**config.mk**
```make
export PLATFORM = sky130hd
export DESIGN_NAME = register_file_mp
export DESIGN_NICKNAME = d
export VERILOG_FILES = /design/src/rtl/regfile_pkg.sv /design/src/rtl/regfile_scoreboard.sv /design/src/rtl/register_file_mp.sv
export SDC_FILE = /design/constraint.sdc
export NUM_CORES = 2
export LEC_CHECK = 0
export ABC_AREA = 1
export ABC_CLOCK_PERIOD_IN_PS = 48300
export CORE_MARGIN = 2
export CORE_UTILIZATION = 36
export DETAILED_ROUTE_END_ITERATION = 8
export PLACE_DENSITY = 0.56
export SLEW_MARGIN = 10
export SYNTH_ARGS = -nofsm -noshare
export SYNTH_HDL_FRONTEND = slang
export SYNTH_SLANG_ARGS = --single-unit
```
**constraint.sdc**
```tcl
create_clock -name clk -period 48.3 [get_ports clk]
set_clock_uncertainty 0.2 [all_clocks]
set_input_delay 4.83 -clock clk [delete_from_list [all_inputs] [get_ports clk]]
set_output_delay 4.83 -clock clk [all_outputs]
set_load 0.05 [all_outputs]
```
**src/rtl/regfile_pkg.sv**
```systemverilog
// Shared defaults and types for the MiniMicro multi-port register file.
// The PC sits at the all-ones address, so there is one register fewer than addresses.
package regfile_pkg;
  localparam int DEF_DATA_W = 32;
  localparam int DEF_ADDR_W = 4;
  localparam int NUM_REGS = (1 << DEF_ADDR_W) - 1;
  localparam logic [DEF_ADDR_W-1:0] PC_ADDR = DEF_ADDR_W'(NUM_REGS);

  typedef logic [DEF_ADDR_W-1:0] reg_addr_t;
  typedef logic [DEF_DATA_W-1:0] reg_data_t;
endpackage

```
**src/rtl/regfile_scoreboard.sv**
```systemverilog
// Tracks registers that are waiting on a load.
// Flags a read port whose register still has a load in flight.
module regfile_scoreboard
  import regfile_pkg::*;
#(
  parameter int ADDR_W = DEF_ADDR_W,
  parameter int NUM_RD = 2,
  parameter bit BYPASS = 1'b1
) (
  input  logic                       clk,
  input  logic                       rst,
  input  logic                       sb_set,
  input  logic [ADDR_W-1:0]          sb_addr,
  input  logic                       clr,
  input  logic [ADDR_W-1:0]          clr_addr,
  input  logic [NUM_RD*ADDR_W-1:0]   rd_addr,
  output logic [(1<<ADDR_W)-1:0]     busy,
  output logic [NUM_RD-1:0]          rd_hazard
);
  localparam logic [ADDR_W-1:0] PC_A = '1;

  // The set is applied last, so it wins when a new load reuses the register being retired.
  always_ff @(posedge clk or posedge rst) begin
    if (rst) begin
      busy <= '0;
    end else begin
      if (clr)    busy[clr_addr] <= 1'b0;
      if (sb_set) busy[sb_addr]  <= 1'b1;
    end
  end

  for (genvar g = 0; g < NUM_RD; g++) begin : g_hz
    logic [ADDR_W-1:0] ra;
    assign ra = rd_addr[g*ADDR_W +: ADDR_W];
    // A forwarded load resolves the hazard in the same cycle; PC reads are never forwarded.
    assign rd_hazard[g] = busy[ra] && !(BYPASS && clr && (clr_addr == ra) && (ra != PC_A));
  end
endmodule

```
**src/rtl/register_file_mp.sv**
```systemverilog
// Multi-port register file: NUM_RD read ports, ALU and load write ports,
// pending-load scoreboard, and PC writes redirected to fetch.
module register_file_mp
  import regfile_pkg::*;
#(
  parameter int DATA_W    = DEF_DATA_W,
  parameter int ADDR_W    = DEF_ADDR_W,
  parameter int NUM_RD    = 2,
  parameter int PC_OFFSET = 8,
  parameter bit BYPASS    = 1'b1
) (
  input  logic                       clk,
  input  logic                       rst,
  input  logic [NUM_RD*ADDR_W-1:0]   rd_addr,
  output logic [NUM_RD*DATA_W-1:0]   rd_data,
  output logic [NUM_RD-1:0]          rd_hazard,
  input  logic [DATA_W-1:0]          pc_in,
  input  logic                       wa_en,
  input  logic [ADDR_W-1:0]          wa_addr,
  input  logic [DATA_W-1:0]          wa_data,
  input  logic                       ld_valid,
  output logic                       ld_ready,
  input  logic [ADDR_W-1:0]          ld_addr,
  input  logic [DATA_W-1:0]          ld_data,
  input  logic                       sb_set,
  input  logic [ADDR_W-1:0]          sb_addr,
  output logic [(1<<ADDR_W)-1:0]     busy,
  output logic                       pc_wr_valid,
  output logic [DATA_W-1:0]          pc_wr_data
);
  localparam int REGS = (1 << ADDR_W) - 1;
  localparam logic [ADDR_W-1:0] PC_A = '1;

  logic                ld_accept;
  logic                w_en;
  logic                w_pc;
  logic [ADDR_W-1:0]   w_addr;
  logic [DATA_W-1:0]   w_data;
  logic [DATA_W-1:0]   regs [REGS];

  // ALU writeback has priority; the load port stalls whenever it is active.
  assign ld_ready  = !wa_en;
  assign ld_accept = ld_valid && ld_ready;
  assign w_en      = wa_en || ld_accept;
  assign w_addr    = wa_en ? wa_addr : ld_addr;
  assign w_data    = wa_en ? wa_data : ld_data;
  assign w_pc      = w_en && (w_addr == PC_A);

  always_ff @(posedge clk or posedge rst) begin
    if (rst) begin
      for (int i = 0; i < REGS; i++) regs[i] <= '0;
    end else if (w_en && !w_pc) begin
      regs[w_addr] <= w_data;
    end
  end

  // PC-address writes never reach storage; fetch sees them as a one-cycle pulse.
  always_ff @(posedge clk or posedge rst) begin
    if (rst) begin
      pc_wr_valid <= 1'b0;
      pc_wr_data  <= '0;
    end else begin
      pc_wr_valid <= w_pc;
      if (w_pc) pc_wr_data <= w_data;
    end
  end

  for (genvar g = 0; g < NUM_RD; g++) begin : g_rd
    logic [ADDR_W-1:0] ra;
    logic [DATA_W-1:0] rv;
    assign ra = rd_addr[g*ADDR_W +: ADDR_W];
    always_comb begin
      if (ra == PC_A)
        rv = pc_in + DATA_W'(PC_OFFSET);
      else if (BYPASS && w_en && (w_addr == ra))
        rv = w_data;
      else
        rv = regs[ra];
    end
    assign rd_data[g*DATA_W +: DATA_W] = rv;
  end

  regfile_scoreboard #(
    .ADDR_W (ADDR_W),
    .NUM_RD (NUM_RD),
    .BYPASS (BYPASS)
  ) u_sb (
    .clk       (clk),
    .rst       (rst),
    .sb_set    (sb_set),
    .sb_addr   (sb_addr),
    .clr       (ld_accept),
    .clr_addr  (ld_addr),
    .rd_addr   (rd_addr),
    .busy      (busy),
    .rd_hazard (rd_hazard)
  );
endmodule

```
==> results_dict.tcl <==
set metrics [dict create \
    worstPathArrival_ns 9.61 \
    mostFrequentLayoutCell "nand2_1" \
    cts_tree "built" \
    grt_max_degree 143 \
    wire_per_inst_um 22.73 \
    firstDrtPassIters 6 \
    die_w_um 308.6 \
    reg2reg_from "u_sb.busy[14]" \
    fin_tns_setup_ns 0 \
    synth.cell_area_um2 33400 \
    clock-root-buffer "clkbuf_16" \
    setup.worst_path.class "input port to primary output" \
    yosys_warnings 0 \
    cts_buffers 61 \
    slew_headroom_pct 21.58 \
    ant_nets 0 \
    grt_pass1_wl_um 213900 \
    fin_nets 5214 \
    cp.required_ns 43.27 \
    clk_pin_slew_ns 0.06 \
    grt_use_total_pct 30.09 \
    post-dp-hpwl_um 87970 \
    rows 111 \
    netlist.top_cell.by_area "dfrtp_1" \
    synthToLayoutAreaGrowth_pct 15.26 \
    grt-busiest-layer "met2" \
    fin_crit_sh_pct 30.31 \
    max_slew.worst_pin.slew_ns 1.176 \
    wirelength_um 145100 \
    leakagePower_nw 19.04 \
    yosysUniqueCellTypes 38 \
    gp_congestion 0.9560 \
    start_util_pct 36.39 \
    cellPowerDensity_nw_per_um2 45.40 \
    outcome "finished clean" \
    met1_usage_pct 40.56 \
    ys_seq_area_share_pct 39.63 \
    placed_area_um2 36410 \
    crit_path_end_kind "primary output" \
    rsz0062_at_grt "false" \
    synth_area_per_cell_um2 6.613 \
    vias_per_cell 5.440 \
    synth_top_cell_area_share_pct 39.63 \
    chipHeight_um 308.6 \
    die-area_um2 95240 \
    first_iter_violations 4380 \
    grt_pass1_vias 32473 \
    final_hold_viol_count 0 \
    gr-total-overflow 0 \
    holdWs_ns 0.2786 \
    ff2ff_setup_slack_ns 47.30 \
    worstSetupStartpointType "input port" \
    total_power_mw 1.748 \
    cts_buffer_depth 3 \
    antenna_found_initial 8 \
    syn_nets 5173 \
    worst_slack_ns 33.66 \
    drc_errors 0 \
    cts_setup_buffers 0 \
    rr_endpoint "u_sb.busy[14]" \
    dp_slack_ns 33.86 \
    crit_start "rd_addr[5]" \
    slew_viol_final 0 \
    numPortBuffers 236 \
    cts_hold_buffers 0 \
    setup_violations 0 \
    cp_max_fo 39 \
    clock_sinks 529 \
    fin_util_pct 41.94 \
    fin_area_um2 38500 \
    clock_latency_ns 0.65 \
    dp_cells 6272 \
    finalCriticalPeriod_ns 14.64 \
    reg2reg_depth 2 \
    ys_ff_latch 529 \
    drive_gt1_share_pct 8.226 \
    core_um2 91800 \
    finalNonFillerCells 6386 \
    ios 237 \
    fillers 9676 \
    cp-endpoint "rd_hazard[1]" \
    cts_resized 0 \
    mostFrequentLayoutCells "nand2_1, nand3_1, dfrtp_1" \
    synthTopCellsByArea "dfrtp_1, nand2_1, nand3_1" \
    ir_drop_v 0.00002664 \
    fmax_ghz 0.06832 \
    grtUsageMet3_pct 6.447 \
    maxCapViolations 0 \
    htree_num_levels 2 \
    netlist_instances 5051 \
    hp-class "flop to flop" \
    vias 34738 \
    grt_use_met2_pct 46.42 \
]
power breakdown:
part | total, mW | switching [mW] | internal (mW)
registers | 0.659 | 0.0786 | 0.580
clock network | 0.491 | 0.203 | 0.288
logic | 0.598 | 0.403 | 0.196
cell families after synthesis:
group / count (synthesis) / synth area share, %
AO/OA/AOI/OAI: 659 / 11.44
XOR/XNOR: 22 / 0.5993
adder cells (fa/ha/maj): 1 / 0.03745
buffers and inverters: 871 / 10.96
flip-flops: 529 / 39.63
AND/OR/NAND/NOR: 2969 / 37.34
final cells by class:
class	count	area, um^2	area share (%)
antenna	1	2.502	0.006500
clock buffer	92	1846	4.793
clock inverter	21	240.2	0.6240
inverter	519	1971	5.118
multi-input combinational	3651	16590	43.08
sequential	529	13240	34.38
tap	1243	1555	4.040
timing repair buffer	330	3063	7.956
registers in the layout, indices dropped and copies added, names as in the netlist:
register     flops
u_sb.busy       16
pc_wr_valid      1
regs           480
pc_wr_data      32
layer usage:
layer | vias up | part of all wire [%]
li1 | 16023 | -
met1 | 16312 | 41
met2 | 1986 | 43
met3 | 411 | 10
met4 | 6 | 4.9
met5 | - | 0.027
Yosys cell counts:
library cell and instances:
inv_1 502, nand3_1 625, nand4_1 75, buf_6 25, xnor2_1 9, o21ai_2 128
xor2_2 1, or2_2 32, dfrtp_1 529, buf_2 122, nor2_2 6, ha_1 1
nor2_1 121, o21ai_0 370, xor2_1 12, a21oi_1 86, nor2_4 12, buf_4 10
o22ai_1 2, or2_0 1, a21o_1 1, o32ai_1 3, o221ai_1 4, nor3b_4 1
clkinv_1 6, inv_2 11, nand2_1 2050, nor3_1 7, nand2_4 4, o31ai_1 2
nand2_2 10, buf_1 26, nor4_1 2, o21ai_1 61, nand3b_1 23, clkbuf_1 158
o211ai_1 2, clkbuf_2 11
how the worst min path moves through the flow:
stage | start | end | slack, ns | depth (start not counted)
floorplan | regs[160] | regs[160] | 0.25 | 2
global placement | regs[175] | regs[175] | 0.26 | 2
detailed placement | regs[40] | regs[40] | 0.27 | 2
CTS | regs[179] | regs[179] | 0.28 | 2
global route | regs[40] | regs[40] | 0.29 | 2
finish | regs[171] | regs[171] | 0.28 | 2
worst max-delay path, cell delays in order:
cell,delay [ns]
buf_4,0.53
nand2_1,0.73
nor2_4,1.01
clkinv_1,0.87
nand3_1,0.24
nor4_1,0.08
a21oi_1,0.32
clkdlybuf4s50_1,0.89
Note: power is estimated with default switching activity, not from simulation.
